==> src/rtl/sample_reader_pkg.sv <==
// Shared widths, FSM encoding and length-clamp constant for the capture-buffer
// read controller.
package sample_reader_pkg;

    localparam int SR_ADDR_W = 12;
    localparam int SR_DATA_W = 18;
    localparam int SR_DEPTH  = 1 << SR_ADDR_W;

    // Largest transfer: one full pass over the buffer.
    localparam logic [SR_ADDR_W:0] SR_LEN_MAX = (SR_ADDR_W + 1)'(SR_DEPTH);

    typedef logic [1:0] sr_state_t;

    localparam logic [1:0] ST_IDLE   = 2'd0;
    localparam logic [1:0] ST_STREAM = 2'd1;
    localparam logic [1:0] ST_FIN    = 2'd2;

endpackage

==> src/rtl/sample_reader_rd_skid_fifo.sv <==
// Two-entry registered FIFO that catches RAM read data and presents the head
// entry as the streamed sample.
module rd_skid_fifo #(
    parameter int DATA_W = 18
) (
    input  logic              clk,
    input  logic              rst,
    input  logic              push,
    input  logic [DATA_W-1:0] push_data,
    input  logic              pop,
    output logic [DATA_W-1:0] dout,
    output logic              dvalid,
    output logic [1:0]        count
);

    logic [DATA_W-1:0] mem_q [2];
    logic [DATA_W-1:0] mem_d [2];
    logic              wr_ptr_q, wr_ptr_d;
    logic              rd_ptr_q, rd_ptr_d;
    logic [1:0]        count_q, count_d;
    logic              pop_ok;

    always_comb begin
        pop_ok   = pop && (count_q != 2'd0);
        mem_d    = mem_q;
        wr_ptr_d = wr_ptr_q;
        rd_ptr_d = rd_ptr_q;
        if (push) begin
            mem_d[wr_ptr_q] = push_data;
            wr_ptr_d        = ~wr_ptr_q;
        end
        if (pop_ok) begin
            rd_ptr_d = ~rd_ptr_q;
        end
        count_d = count_q + 2'(push) - 2'(pop_ok);
    end

    always_ff @(posedge clk) begin
        if (rst) begin
            mem_q[0] <= '0;
            mem_q[1] <= '0;
            wr_ptr_q <= 1'b0;
            rd_ptr_q <= 1'b0;
            count_q  <= 2'd0;
        end else begin
            mem_q    <= mem_d;
            wr_ptr_q <= wr_ptr_d;
            rd_ptr_q <= rd_ptr_d;
            count_q  <= count_d;
        end
    end

    // The head only moves on a pop, so it stays put while the consumer stalls.
    assign dout   = mem_q[rd_ptr_q];
    assign dvalid = (count_q != 2'd0);
    assign count  = count_q;

endmodule

==> src/rtl/sample_reader.sv <==
// Read-side controller: walks the capture RAM from the pre-trigger address,
// absorbs the one-cycle read latency and streams samples out.
module sample_reader
    import sample_reader_pkg::*;
#(
    parameter int ADDR_W = SR_ADDR_W,
    parameter int DATA_W = SR_DATA_W
) (
    input  logic              Clk,
    input  logic              Rst,
    input  logic              Start,
    input  logic [ADDR_W-1:0] Trig_addr,
    input  logic [ADDR_W-1:0] Pre_depth,
    input  logic [ADDR_W:0]   Length,
    output logic [ADDR_W-1:0] Raddr,
    input  logic [DATA_W-1:0] Rdata,
    output logic [DATA_W-1:0] Dout,
    output logic              Dvalid,
    input  logic              Dready,
    output logic              Busy,
    output logic              Done
);

    localparam int CNT_W = ADDR_W + 1;
    localparam logic [CNT_W-1:0] LEN_MAX = {1'b1, {ADDR_W{1'b0}}};

    sr_state_t         state_q, state_d;
    logic [ADDR_W-1:0] raddr_q, raddr_d;
    logic [CNT_W-1:0]  issue_cnt_q, issue_cnt_d;
    logic [CNT_W-1:0]  beat_cnt_q, beat_cnt_d;
    logic              inflight_q, inflight_d;

    logic [CNT_W-1:0]  len_clamped;
    logic [1:0]        fifo_count;
    logic              pop;
    logic              issue;
    logic [2:0]        occupancy;

    // Handshake: a beat transfers on a rising edge where Dvalid and Dready are
    // both high; Dvalid never drops and Dout never changes until that happens.
    assign pop = Dvalid && Dready;

    always_comb begin
        len_clamped = (Length > LEN_MAX) ? LEN_MAX : Length;
        // Credit the slot freed by this cycle's pop so a full pipe still
        // sustains one read per cycle without exceeding two outstanding entries.
        occupancy = 3'(fifo_count) + 3'(inflight_q) - 3'(pop);
        issue     = (state_q == ST_STREAM) && (issue_cnt_q != '0) && (occupancy < 3'd2);

        state_d     = state_q;
        raddr_d     = raddr_q;
        issue_cnt_d = issue_cnt_q;
        beat_cnt_d  = beat_cnt_q;
        inflight_d  = issue;

        case (state_q)
            ST_IDLE: begin
                if (Start) begin
                    raddr_d     = Trig_addr - Pre_depth;
                    issue_cnt_d = len_clamped;
                    beat_cnt_d  = len_clamped;
                    state_d     = (len_clamped == '0) ? ST_FIN : ST_STREAM;
                end
            end
            ST_STREAM: begin
                if (issue) begin
                    raddr_d     = raddr_q + ADDR_W'(1);
                    issue_cnt_d = issue_cnt_q - CNT_W'(1);
                end
                if (pop) begin
                    beat_cnt_d = beat_cnt_q - CNT_W'(1);
                    if (beat_cnt_q == CNT_W'(1)) begin
                        state_d = ST_FIN;
                    end
                end
            end
            ST_FIN: begin
                state_d = ST_IDLE;
            end
            default: begin
                state_d = ST_IDLE;
            end
        endcase
    end

    always_ff @(posedge Clk) begin
        if (Rst) begin
            state_q     <= ST_IDLE;
            raddr_q     <= '0;
            issue_cnt_q <= '0;
            beat_cnt_q  <= '0;
            inflight_q  <= 1'b0;
        end else begin
            state_q     <= state_d;
            raddr_q     <= raddr_d;
            issue_cnt_q <= issue_cnt_d;
            beat_cnt_q  <= beat_cnt_d;
            inflight_q  <= inflight_d;
        end
    end

    rd_skid_fifo #(
        .DATA_W (DATA_W)
    ) u_skid (
        .clk       (Clk),
        .rst       (Rst),
        .push      (inflight_q),
        .push_data (Rdata),
        .pop       (pop),
        .dout      (Dout),
        .dvalid    (Dvalid),
        .count     (fifo_count)
    );

    assign Raddr = raddr_q;
    assign Busy  = (state_q == ST_STREAM);
    assign Done  = (state_q == ST_FIN);

endmodule
==> config.mk <==
export PLATFORM = sky130hd
export DESIGN_NAME = sample_reader
export DESIGN_NICKNAME = d
export VERILOG_FILES = /design/src/rtl/sample_reader_pkg.sv /design/src/rtl/sample_reader_rd_skid_fifo.sv /design/src/rtl/sample_reader.sv
export SDC_FILE = /design/constraint.sdc
export NUM_CORES = 1
export LEC_CHECK = 0
export ABC_AREA = 1
export ABC_CLOCK_PERIOD_IN_PS = 7600
export CAP_MARGIN = 20
export CELL_PAD_IN_SITES_DETAIL_PLACEMENT = 0
export CELL_PAD_IN_SITES_GLOBAL_PLACEMENT = 1
export CORE_MARGIN = 1.5
export CORE_UTILIZATION = 39
export DETAILED_ROUTE_END_ITERATION = 10
export GPL_TIMING_DRIVEN = 0
export PLACE_DENSITY = 0.94
export SETUP_SLACK_MARGIN = 0.15
export SKIP_LAST_GASP = 1
export SYNTH_ARGS = -nofsm -noshare
export SYNTH_HDL_FRONTEND = slang
export SYNTH_SLANG_ARGS = --single-unit
==> constraint.sdc <==
create_clock -name Clk -period 7.6 [get_ports Clk]
set_clock_uncertainty 0.2 [all_clocks]
set_input_delay 1.52 -clock Clk [delete_from_list [all_inputs] [get_ports Clk]]
set_output_delay 1.52 -clock Clk [all_outputs]
set_load 0.02 [all_outputs]
---- Word level (Yosys, flattened, before mapping) ----
Cells that the tools add are included.
word-level totals
  register bits after elaboration ......... 81
  input port bits ......................... 59
operators by class
  bitwise gates (word level) .............. 4
  multiplexer cells ....................... 20
  eq/ne operators ......................... 7
  add/subtract/negate cells ............... 8
  reduce and logical (&&, ||, !) cells .... 13
  $lt $le $gt $ge ......................... 5
operators by type and width
  cell                     count
  $mux W18                 4
  $mux W13                 4
  $pmux W13 S2             2
  $bwmux W36               1
  $sub A13 B1 Y13 const B  2
  $mux W12                 2
  $pmux W12 S2             1
  $demux W18 S1            1
  $eq A13 B1 Y1 const B    1
  $gt A13 B13 Y1 const B   1
  $logic_not A13 Y1        1
  $reduce_bool A13 Y1      1
  $add A12 B1 Y12 const B  1
  $sub A12 B12 Y12         1
  $reduce_and A3 Y1        3
  $mux W2                  4
  $ne A2 B1 Y1 const B     3
  $logic_and A1 B1 Y1      5
  $ge A2 B2 Y1 const B     2
  $not A1 Y2               2
  $pmux W2 S2              1
  $reduce_bool A2 Y1       2
  $add A2 B1 Y3            1
  $lt A3 B2 Y1 const B     1
  other kinds (9)          10

---- Depth between registers and ports, before layout ----
Gate-level depths: netlist of run 1.
  depth after elaboration ................. 7
  mapped depth ............................ 14
  depth with buffers taken out ............ 14

---- Hierarchy ----
Synthesis of run 1 repeated with hierarchy kept, for this count alone.
unflattened totals
  cell total of the unflattened synthesis .. 833
  area total of the unflattened synthesis .. 5253.8 um2
modules (own cells, without submodules)
  module         cells each  times used  seq. area each (um2)  area an instance (um2)
  sample_reader  626         1           820.8                 3539.6
  rd_skid_fifo   207         1           800.8                 1714.1

---- Least setup slack after synthesis of run 1 ----
OpenSTA, ideal clock, no wires.
  kind .................................... input -> register
  start ................................... input port Dready
  end ..................................... register issue_cnt_q[10]
  setup time .............................. 0.115 ns
  stages .................................. 13
  arrival ................................. 3.358 ns
  path slack .............................. 3.927 ns
  cells stage by stage .................... nand2_2 inv_1 ha_1 or2_2 fa_1 nand2_2 nor2_4 nand2_4 nand2_8 buf_6 nand2_1 a21oi_1 nor2_1
on the way
  word-level cells in the longest chain between the ends .. 6
RTL lines
  element                      line                 text
  from (decl)                  sample_reader.sv:19  input logic Dready,
  $logic_and A1 B1 Y1          sample_reader.sv:41  assign pop = Dvalid && Dready;
  $sub A3 B1 Y3                sample_reader.sv:47  occupancy = 3'(fifo_count) + 3'(inflight_q) - 3'(pop);
  $lt A3 B2 Y1                 sample_reader.sv:48  issue = (state_q == ST_STREAM) && (issue_cnt_q != '0) && (occupancy < 3'd2);
  $logic_and A1 B1 Y1          sample_reader.sv:48
  $ne A2 B1 Y1 (no line)       --
  $reduce_and A3 Y1 (no line)  --
  to (signal assigned)         sample_reader.sv:96  issue_cnt_q <= issue_cnt_d;
  to (decl)                    sample_reader.sv:29  logic [CNT_W-1:0] issue_cnt_q, issue_cnt_d;
Every way passes these cells.
A chain may end at the register's enable or synchronous reset.

---- Final worst setup path of run 1 ----
Same ends and word-level chain as after synthesis.

==> summary.md, run 1 <==
| Metric | Value |
|---|---|
| Remaining DRCs | 0 |
| TritonCTS clock tree | yes |
| Final core utilization | 51.3% |
| Post-synthesis mux area share | 0% |
| Post-synth top area share | 31.9% |
| CP Max Fanout | 10 |
| Number of synthesized register bits | 81 |
| Ys flop type | dfxtp_1 |
| Area of the multi-input gates | 0.00295 sq mm |
| Largest area contributor in the netlist | dfxtp_1 |
| RSZ-0062 raised after global routing | false |
| Antenna diodes | 0 |
| Avg Inst Size Synth | 6.16 sq um |
| Largest net degree at the start of global routing | 14 |
| Leak | 2.98 nW |
| Die Height | 117 um |
| Full die area | 0.0137 sq mm |
| Max-slew headroom | 52.1% |
| Share of the yosys chip area belonging to registers | 31.9% |
| Vias in the first global route | 4744 |
| First-pass GRT wire length | 23500 um |
| Fillers | 1320 |
| Status | finished clean |
| R2r setup slk | 4.61 ns |
| PD cells | 382 mW/mm^2 |
| 1st-iter DRT viols | 434 |
| Overflow after GRT | 0 |
| Min Hold Slack | 0.257 ns |
| Post-Layout Cell Count | 1101 |
| CTS Buf Count | 9 |
| H-tree levels | 3 |
| Synthesized Nets | 903 |
| Post-synthesis cell count | 824 |
| Vias | 5418 |
| Cell Area, Placed | 0.00620 sq mm |
| Share of cells above drive strength 1 | 4.95% |
| Post-synth EDFFs | 0 |
| Post-synthesis cell type count | 40 |
| Clock sink total | 81 |
| Clock Root Buffer | clkbuf_16 |
| Initial Util | 40.1% |
| I/O Pins | 92 |
| Minimum clock period | 3.98 ns |
| CTS max path bufs | 2 |
| Final WL | 14800 um |
| Fin. Hold Viols | 0 |
| Critical path data arrival time | 4.01 ns |
| Pins Over Slew Limit | 0 |
| Asr flop ratio synth | 0% |
| Area delta synth->final | 28.1% |
| Final #Nets | 1004 |
| Gr usage total | 22.2% |
| Post-Synth Simple-Gate Area | 36.4% |
| Fmax | 251 MHz |
| DR WL/cell | 13.5 um |
| Worst reg2reg path depth | 14 |
| Total power | 2.48 mW |
| WP data required | 7.63 ns |
| Sequential cell area | 0.00162 sq mm |
| Post-synthesis adder-cell area fraction | 5.22% |
| Worst-path clk slew | 0.06 ns |
| WS Path Type | primary input to register |
| Core ar. | 0.0127 sq mm |
| Pre-CTS setup slack | 3.30 ns |
| Worst-Skew Late Latency | 0.34 ns |
| Max Cap Viol | 0 |
| Rows | 41 |
| Crit. End Element | register |
| Inst Count DP | 1086 |
| Post-synthesis xor/xnor area fraction | 1.55% |
| Initial DRT Pass Iterations | 6 |
| Final WS setup | 3.62 ns |
| Count of final setup violators | 0 |
| Avg Vias per Cell | 4.92 |
| CTS resizes | 0 |
| Setup Buffers After CTS | 0 |
| Synthesized area | 0.00508 sq mm |
| GPL Wtd Cong | 0.881 |
| Largest cells by area after synthesis | dfxtp_1 (32%), nand2_1 (14%), nor2_1 (13%), o21ai_0 (7.3%), inv_1 (6.5%) |
| Compound-gate portion of the synthesized area | 14.8% |
| Setup TNS | 0 ns |
| Design area | 0.00651 sq mm |
| Critical Path Start Type | primary input |
| Port bufs | 90 |
| Worst Hold Class | register to register |
| Antenna Violating Nets Remaining | 0 |
| Hold depth | 2 |
| Yosys warnings | 0 |
| Initial antenna violation count | 0 |
| Die span in x | 117 um |
| Largest family of logic cells by synthesized area | simple AND/OR/NAND/NOR gates |
| CTS Hold Bufs | 0 |
| Peak VDD IR | 0.164 mV |
| Post-DP HPWL | 11000 um |
| Crit share post-route | 52.4% |
| Worst slew pin tran | 0.719 ns |
-- critical path, stage by stage --
cell and delay [ns]:
clkdlybuf4s50_1 0.42, nand2_2 0.13, inv_1 0.06, ha_1 0.27, or2_2 0.31, fa_1 0.50, nand2_2 0.07, nor2_4 0.13
nand2_4 0.09, nand2_8 0.12, buf_6 0.17, nand2_1 0.07, a21oi_1 0.11, nor2_1 0.05
-- cells in the mapped netlist, types with 6 or more instances --
cell / count
nand2_1: 188
nor2_1: 173
o21ai_0: 74
nand4_1: 8
buf_2: 6
a21oi_1: 40
ha_1: 18
clkbuf_1: 18
inv_1: 88
xor2_1: 6
o21ai_1: 22
dfxtp_1: 81
nand3_1: 53
-- state kept, by name, summed over array words and instances, names as in the netlist --
register and count:
u_skid.mem_q 36, u_skid.count 2, Raddr 12, state_q 2
beat_cnt_q 13, inflight_q 1, u_skid.rd_ptr_q 1, u_skid.wr_ptr_q 1
issue_cnt_q 13
-- layout by cell type (no fill, tap or decap), types with 9 or more instances in the layout --
cell / n
nand2_1: 188
nor2_1: 173
clkdlybuf4s50_1: 90
inv_1: 88
dfxtp_1: 81
o21ai_0: 74
nand3_1: 53
a21oi_1: 40
o21ai_1: 22
clkbuf_1: 19
ha_1: 18
clkbuf_16: 9
-- worst paths after layout --
kind / from / to
setup / recovery: Dready / issue_cnt_q[10]$_SDFFE_PP0P_
setup reg to reg: u_skid.count[1]$_SDFF_PP0_ / issue_cnt_q[10]$_SDFFE_PP0P_
hold / removal: u_skid.mem_q[25]$_SDFFE_PP0P_ / u_skid.mem_q[25]$_SDFFE_PP0P_
hold reg to reg: u_skid.mem_q[25]$_SDFFE_PP0P_ / u_skid.mem_q[25]$_SDFFE_PP0P_
-- per-layer routing --
metal / routed length [um] / vias up / GRT usage, %
met5: 0 / - / 0
met4: 211 / 0 / 6.02
met3: 842 / 18 / 4.22
met2: 6740 / 138 / 36.4
met1: 7020 / 2442 / 30.2
li1: - / 2820 / -
-- area by class of cell --
| type | instances | share of cell area (%) |
|---|---|---|
| Multi-Input combinational cell | 619 | 45.3 |
| Sequential cell | 81 | 24.9 |
| Timing Repair Buffer | 90 | 13.8 |
| Inverter | 95 | 5.56 |
| Clock buffer | 10 | 3.52 |
| Tap cell | 172 | 3.31 |
| Buffer | 29 | 2.31 |
| Clock inverter | 5 | 1.25 |
-- power breakdown --
| group | switching, mW | internal, mW | leakage, nW | total [mW] |
|---|---|---|---|---|
| sequential | 0.126 | 0.564 | 0.664 | 0.690 |
| combinational | 0.819 | 0.510 | 2.17 | 1.33 |
| clock | 0.179 | 0.286 | 0.149 | 0.465 |
| total | 1.12 | 1.36 | 2.98 | 2.48 |
-- logic make-up after synthesis --
family                   count (synthesis)
AO/OA/AOI/OAI                          146
XOR/XNOR                                 9
adder cells (fa/ha/maj)                 20
AND/OR/NAND/NOR                        444
buffers and inverters                  124
flip-flops                              81
Note: power is estimated with default switching activity, not from simulation.
==> run 2: changes to the inputs <==
--- a/config.mk
+++ b/config.mk
@@ -6,15 +6,15 @@
 export NUM_CORES = 1
 export LEC_CHECK = 0
 export ABC_AREA = 1
-export ABC_CLOCK_PERIOD_IN_PS = 7600
+export ABC_CLOCK_PERIOD_IN_PS = 3500
 export CAP_MARGIN = 20
 export CELL_PAD_IN_SITES_DETAIL_PLACEMENT = 0
 export CELL_PAD_IN_SITES_GLOBAL_PLACEMENT = 1
 export CORE_MARGIN = 1.5
-export CORE_UTILIZATION = 39
+export CORE_UTILIZATION = 33
 export DETAILED_ROUTE_END_ITERATION = 10
 export GPL_TIMING_DRIVEN = 0
-export PLACE_DENSITY = 0.94
+export PLACE_DENSITY = 0.86
 export SETUP_SLACK_MARGIN = 0.15
 export SKIP_LAST_GASP = 1
 export SYNTH_ARGS = -nofsm -noshare
==> constraint.sdc (replaced) <==
create_clock -name Clk -period 3.5 [get_ports Clk]
set_clock_uncertainty 0.2 [all_clocks]
set_input_delay 0.7 -clock Clk [delete_from_list [all_inputs] [get_ports Clk]]
set_output_delay 0.7 -clock Clk [all_outputs]
set_load 0.02 [all_outputs]
==> run 2 against run 1 <==
Final cell count rose by 1.5%. Register-to-register slack got worse by 4.0 ns. First-iteration DRC count fell by 27%. Worst setup slack got worse by 3.3 ns. Routed wire length fell by 0.30%. Sequential power rose by 120%. Total power rose by 110%. Critical endpoint is now Busy.
==> summary.md, run 2 (synthesis gave the netlist of run 1 again) <==
| Metric | Value |
|---|---|
| Cell family with most CP delay | buffers and inverters (was simple AND/OR/NAND/NOR gates) |
| GPL Wtd Cong | 0.901 (was 0.881) |
| Max Used Layer | met4 (unchanged) |
| DRT met1 WL | 7070 um (was 7020 um) |
| I/O Pins | 92 (unchanged) |
| Overflow after GRT | 0 (unchanged) |
| Initial Util | 33.7% (was 40.1%) |
| Worst slew pin tran | 0.736 ns (was 0.719 ns) |
| Clock sink total | 81 (unchanged) |
| Largest net degree at the start of global routing | 16 (was 14) |
| Fin. Hold Viols | 0 (unchanged) |
| Pins Over Slew Limit | 0 (unchanged) |
| Met2 wire len | 6720 um (was 6740 um) |
| 1st-iter DRT viols | 318 (was 434) |
| Top flop regs | u_skid.mem_q: 36 flops, beat_cnt_q: 13 flops, issue_cnt_q: 13 flops (unchanged) |
| Minimum clock period | 3.13 ns |
| Worst-path clk slew | 0.06 ns (about the same) |
| Fillers | 1623 (was 1320) |
| Max reg flops | 36 (unchanged) |
| Most frequent cells in the layout | nand2_1 (188), nor2_1 (173), clkdlybuf4s50_1 (90) (unchanged) |
| Area delta synth->final | 27.8% (was 28.1%) |
| Final WS setup | 0.367 ns (was 3.62 ns) |
| TritonCTS clock tree | yes (unchanged) |
| Vias | 5363 (was 5418) |
| Remaining DRCs | 0 (unchanged) |
| CTS Hold Bufs | 0 (unchanged) |
| Avg Vias per Cell | 4.80 (was 4.92) |
| Min Hold Slack | 0.250 ns (was 0.257 ns) |
| Full die area | 0.0161 sq mm (was 0.0137 sq mm) |
| Max Cap Viol | 0 (unchanged) |
| Most common cell after layout, fill and taps aside | nand2_1 (unchanged) |
| Crit share post-route | 89.5% |
| Antenna diodes | 0 (unchanged) |
| CTS resizes | 0 (unchanged) |
| Count of final setup violators | 0 (unchanged) |
| Core ar. | 0.0151 sq mm (was 0.0127 sq mm) |
| CTS Buf Count | 9 (unchanged) |
| Top reg by flops | u_skid.mem_q (unchanged) |
| Die span in x | 127 um (was 117 um) |
| DR WL/cell | 13.2 um (was 13.5 um) |
| Share of cells above drive strength 1 | 5.16% (was 4.95%) |
| Post-DP HPWL | 11300 um (was 11000 um) |
| Initial DRT Pass Iterations | 5 (was 6) |
| Critical path data arrival time | 2.23 ns (was 4.01 ns) |
| Port bufs | 90 (unchanged) |
| Vias in the first global route | 4901 (was 4744) |
| RSZ-0062 raised after global routing | false (unchanged) |
| Setup Buffers After CTS | 0 (unchanged) |
| Worst Hold Class | register to register (unchanged) |
| Final WL | 14800 um (about the same) |
| First-pass GRT wire length | 24400 um (was 23500 um) |
| WP data required | 2.60 ns (was 7.63 ns) |
| Peak VDD IR | 0.342 mV (was 0.164 mV) |
| PD cells | 809 mW/mm^2 (was 382 mW/mm^2) |
| CP max-delay cell | clkdlybuf4s50_1 (was fa_1) |
| Final #Nets | 1004 (unchanged) |
| Antenna Violating Nets Remaining | 0 (unchanged) |
| Critical Path Start Type | register (was primary input) |
| WL met3 | 756 um (was 842 um) |
| Setup TNS | 0 ns (unchanged) |
| Status | finished clean (unchanged) |
| WS Path Type | register to output port (was primary input to register) |
| Rows | 45 (was 41) |
| Post-Layout Cell Count | 1118 (was 1101) |
| Die Height | 127 um (was 117 um) |
| WP buf/inv | 4 (was 3) |
| CTS max path bufs | 2 (unchanged) |
| Total power | 5.26 mW (was 2.48 mW) |
| Clock Root Buffer | clkbuf_16 (unchanged) |
| CP dominant cell by count | buf_2 (was nand2_2) |
| CP Max Fanout | 10 (unchanged) |
| Inst Count DP | 1102 (was 1086) |
| Pre-CTS setup slack | 0.0407 ns (was 3.30 ns) |
| Worst-Skew Late Latency | 0.34 ns (about the same) |
| Crit. End Element | output port (was register) |
| Leak | 2.97 nW (was 2.98 nW) |
| Worst path cell trace | inv_2 -> nor2_4 -> buf_2 -> buf_2 -> clkdlybuf4s50_1 (was clkdlybuf4s50_1 -> nand2_2 -> inv_1 -> ha_1 -> or2_2 -> fa_1 -> nand2_2 -> nor2_4 -> nand2_4 -> nand2_8 -> buf_6 -> nand2_1 -> a21oi_1 -> nor2_1) |
| Initial antenna violation count | 0 (unchanged) |
| H-tree levels | 3 (unchanged) |
| Fmax | 319 MHz |
| Gr usage total | 19.0% (was 22.2%) |
| Crit-path max cell delay | 0.65 ns (was 0.50 ns) |
| Max-slew headroom | 50.9% (was 52.1%) |
-- run 2: changes by cell type in the layout (fill, tap and decap cells not counted), sizes merged --
cell,before,now
bufinv,2,0
clkinv,4,6
clkbuf,28,27
inv,93,95
-- run 2: area by class of cell --
cell class / instances / area [sq um] / area share [%]
inverter: 95 / 362 / 5.57
tap: 188 / 235 / 3.62
buffer: 29 / 150 / 2.31
sequential: 81 / 1620 / 25.0
clock inverter: 7 / 52.6 / 0.809
multi-input combinational: 619 / 2950 / 45.4
timing repair buffer: 90 / 901 / 13.9
clock buffer: 9 / 225 / 3.47
-- run 2: layer usage --
metal | GRT usage (%) | vias to the layer above
met5 | 0 | -
met4 | 5.01 | 0
met3 | 3.27 | 18
met2 | 31.5 | 128
met1 | 25.6 | 2399
li1 | - | 2818
-- run 2: worst paths after layout --
path                                                    start                            end  slack, ns  cells after the start
worst max-delay path                  state_q[0]$_SDFFE_PP0P_                           Busy       0.37                      5
worst max register to register     u_skid.count[1]$_SDFF_PP0_   issue_cnt_q[10]$_SDFFE_PP0P_       0.57                     14
worst min-delay path            u_skid.mem_q[24]$_SDFFE_PP0P_  u_skid.mem_q[24]$_SDFFE_PP0P_       0.25                      2
worst min register to register  u_skid.mem_q[24]$_SDFFE_PP0P_  u_skid.mem_q[24]$_SDFFE_PP0P_       0.25                      2
-- run 2: worst register-to-register path, stage by stage (launching register included) --
cell	delay (ns)
dfxtp_1	0.36
or2_1	0.25
nand2_2	0.11
inv_1	0.06
ha_1	0.26
or2_2	0.30
fa_1	0.50
nand2_2	0.07
nor2_4	0.13
nand2_4	0.08
nand2_8	0.11
buf_6	0.17
nand2_1	0.06
a21oi_1	0.11
nor2_1	0.05
-- run 2: power by group --
group	internal [mW]	switching, mW
logic	1.10	1.75
registers	1.22	0.273
clock network	0.486	0.415
-- run 2: through the flow --
stage	utilization, %	area, sq um
final	43.0	6490
after global routing	43.0	6490
after CTS	43.0	6490
after detailed placement	41.2	6220
after global placement	41.2	6220
after floorplan	-	5080
==> run 3: changes to the inputs <==
--- a/config.mk
+++ b/config.mk
@@ -6,15 +6,15 @@
 export NUM_CORES = 1
 export LEC_CHECK = 0
 export ABC_AREA = 1
-export ABC_CLOCK_PERIOD_IN_PS = 3500
+export ABC_CLOCK_PERIOD_IN_PS = 3400
 export CAP_MARGIN = 20
 export CELL_PAD_IN_SITES_DETAIL_PLACEMENT = 0
 export CELL_PAD_IN_SITES_GLOBAL_PLACEMENT = 1
 export CORE_MARGIN = 1.5
-export CORE_UTILIZATION = 33
+export CORE_UTILIZATION = 30
 export DETAILED_ROUTE_END_ITERATION = 10
 export GPL_TIMING_DRIVEN = 0
-export PLACE_DENSITY = 0.86
+export PLACE_DENSITY = 0.77
 export SETUP_SLACK_MARGIN = 0.15
 export SKIP_LAST_GASP = 1
 export SYNTH_ARGS = -nofsm -noshare
==> constraint.sdc (replaced) <==
create_clock -name Clk -period 3.4 [get_ports Clk]
set_clock_uncertainty 0.2 [all_clocks]
set_input_delay 0.68 -clock Clk [delete_from_list [all_inputs] [get_ports Clk]]
set_output_delay 0.68 -clock Clk [all_outputs]
set_load 0.02 [all_outputs]
==> run 3 against run 2 <==
Clock-buffer cell count unchanged. Critical path type unchanged. Largest cell class unchanged. Total power increased by 3.3%. First-iteration DRC count decreased by 16%.
==> summary.md, run 3 (synthesis gave the netlist of run 1 again) <==
| Metric | Value |
|---|---|
| Post-Layout Cell Count | 1150 (was 1118) |
| First-pass GRT wire length | 25100 um (was 24400 um) |
| Fin. Hold Viols | 0 (unchanged) |
| Switching part of the total | 46.6% (was 46.4%) |
| Peak VDD IR | 0.354 mV (was 0.342 mV) |
| Inst Count DP | 1134 (was 1102) |
| Crit. End Element | output port (unchanged) |
| Initial antenna violation count | 0 (unchanged) |
| Pins Over Slew Limit | 0 (unchanged) |
| Pint | 2.90 mW (was 2.82 mW) |
| Max Cap Viol | 0 (unchanged) |
| Final WL | 15500 um (was 14800 um) |
| Avg Vias per Cell | 4.60 (was 4.80) |
| Status | finished clean (unchanged) |
| Hold depth | 2 (unchanged) |
| Share of cells above drive strength 1 | 5.16% (unchanged) |
| Sequential power share | 28.4% (was 28.5%) |
| Max reg flops | 36 (unchanged) |
| Post-DP HPWL | 11700 um (was 11300 um) |
| Hold Path Sink | u_skid.mem_q[24]$_SDFFE_PP0P_ (unchanged) |
| Final WS setup | 0.274 ns (was 0.367 ns) |
| Initial DRT Pass Iterations | 5 (unchanged) |
| Combinational power share | 54.5% (was 54.4%) |
| H-tree levels | 3 (unchanged) |
| Worst reg2reg endpoint | issue_cnt_q[10]$_SDFFE_PP0P_ (unchanged) |
| Clock power share | 17.1% (about the same) |
| Worst Hold Class | register to register (unchanged) |
| Critical path data arrival time | 2.25 ns (was 2.23 ns) |
| Sw power | 2.53 mW (was 2.44 mW) |
| Antenna diodes | 0 (unchanged) |
| CTS Buf Count | 9 (unchanged) |
| Remaining DRCs | 0 (unchanged) |
| Full die area | 0.0177 sq mm (was 0.0161 sq mm) |
| Core ar. | 0.0166 sq mm (was 0.0151 sq mm) |
| Rows | 47 (was 45) |
| WP data required | 2.52 ns (was 2.60 ns) |
| Most common cell after layout, fill and taps aside | nand2_1 (unchanged) |
| Die span in x | 133 um (was 127 um) |
| Reg-to-reg startpoint | u_skid.count[1]$_SDFF_PP0_ (unchanged) |
| Area delta synth->final | 28.6% (was 27.8%) |
| Vias in the first global route | 4937 (was 4901) |
| WS Path Type | register to output port (unchanged) |
| Largest net degree at the start of global routing | 16 (unchanged) |
| Clock Root Buffer | clkbuf_16 (unchanged) |
| Design area | 0.00654 sq mm (was 0.00649 sq mm) |
| Leak | 2.97 nW (about the same) |
| Crit share post-route | 91.9% |
| Initial Util | 30.6% (was 33.7%) |
| Critical Path Start Type | register (unchanged) |
| Overflow after GRT | 0 (unchanged) |
| CP dominant cell by count | buf_2 (unchanged) |
| 1st-iter DRT viols | 266 (was 318) |
| GPL Wtd Cong | 0.895 (was 0.901) |
| Area of the multi-input gates | 0.00295 sq mm (unchanged) |
| CP max-delay cell | clkdlybuf4s50_1 (unchanged) |
| Worst-Skew Late Latency | 0.34 ns (about the same) |
| Crit-path max cell delay | 0.66 ns (was 0.65 ns) |
| Most frequent cells in the layout | nand2_1 (188), nor2_1 (173), clkdlybuf4s50_1 (90) (unchanged) |
| Final core utilization | 39.4% (was 43.0%) |
| RSZ-0062 raised after global routing | false (unchanged) |
| Antenna Violating Nets Remaining | 0 (unchanged) |
| Fillers | 1849 (was 1623) |
| Vias | 5285 (was 5363) |
| Top flop regs | u_skid.mem_q: 36 flops, beat_cnt_q: 13 flops, issue_cnt_q: 13 flops (unchanged) |
| TritonCTS clock tree | yes (unchanged) |
| CTS resizes | 0 (unchanged) |
| Max-slew headroom | 47.6% (was 50.9%) |
| Cell Area, Placed | 0.00626 sq mm (was 0.00622 sq mm) |
| Gr usage total | 17.9% (was 19.0%) |
| Sequential cell area | 0.00162 sq mm (unchanged) |
| Fmax | 320 MHz |
| Minimum clock period | 3.13 ns |
| CTS max path bufs | 2 (unchanged) |
| R2r setup slk | 0.46 ns (was 0.57 ns) |
| Top reg by flops | u_skid.mem_q (unchanged) |
| Worst reg2reg path depth | 14 (unchanged) |
| DR WL/cell | 13.4 um (was 13.2 um) |
| Worst slew pin tran | 0.785 ns (was 0.736 ns) |
| Pre-CTS setup slack | -0.0513 ns (was 0.0407 ns) |
| PD cells | 831 mW/mm^2 (was 809 mW/mm^2) |
| Port bufs | 90 (unchanged) |
| Count of final setup violators | 0 (unchanged) |
| Worst path cell trace | inv_2 -> nor2_4 -> buf_2 -> buf_2 -> clkdlybuf4s50_1 (unchanged) |
| Setup Buffers After CTS | 0 (unchanged) |
| Min Hold Slack | 0.248 ns (was 0.250 ns) |
| CTS Hold Bufs | 0 (unchanged) |
| CP Max Fanout | 10 (unchanged) |
| Clock sink total | 81 (unchanged) |
| Die Height | 133 um (was 127 um) |
| I/O Pins | 92 (unchanged) |
| Hold Crit Start | u_skid.mem_q[24]$_SDFFE_PP0P_ (unchanged) |
| Final #Nets | 1004 (unchanged) |
| Worst-path clk slew | 0.06 ns (about the same) |
==> run 3: cell count changes in the layout (fill, tap and decap cells not counted), sizes merged <==
cell,delta
clkinvlp,-1
clkinv,+1
==> run 3: area by class of cell <==
cell class | count | share of cell area (%)
well taps | 220 | 4.21
inverters | 95 | 5.53
clock inverters | 7 | 0.823
clock buffers | 9 | 3.45
flip-flops and latches | 81 | 24.8
plain buffers | 29 | 2.30
repair buffers | 90 | 13.8
multi-input cells | 619 | 45.1
==> run 3: stage by stage <==
stage / TNS, ns / power (mW)
global placement: -0.108 / 4.52
detailed placement: -0.135 / 4.53
floorplan: 0 / 3.57
CTS: 0 / 5.48
global route: 0 / 5.93
finish: 0 / 5.43
==> run 3: power by group through the flow <==
stage | sequential, mW | combinational (mW) | clock [mW]
5_1_grt | 1.59 | 3.35 | 0.995
3_5_place_dp | 1.56 | 2.97 | 0
4_1_cts | 1.54 | 2.98 | 0.954
3_3_place_gp | 1.55 | 2.96 | 0
6_report | 1.54 | 2.96 | 0.930
2_1_floorplan | 1.54 | 2.02 | 0
==> run 3: how the worst max path moves through the flow <==
stage                                     startpoint                      endpoint
after floorplan           u_skid.count[1]$_SDFF_PP0_  issue_cnt_q[10]$_SDFFE_PP0P_
after global placement                        Dready  issue_cnt_q[10]$_SDFFE_PP0P_
after detailed placement                      Dready  issue_cnt_q[10]$_SDFFE_PP0P_
after CTS                    state_q[0]$_SDFFE_PP0P_                          Busy
after global routing                          Dready  issue_cnt_q[10]$_SDFFE_PP0P_
final                        state_q[0]$_SDFFE_PP0P_                          Busy
==> run 3: routing by layer <==
metal,GRT usage (%),vias up,wire length [um]
met5,0,-,0
met4,3.50,0,111
met3,2.97,10,704
met2,29.7,112,7040
met1,24.8,2344,7610
li1,-,2819,-
==> run 3: critical path: cells and delay by family (launching register included) <==
family                 cells  cell delay [ns]
buffers and inverters      4             1.35
and+or+nand+nor            1             0.15
DFF                        1             0.39
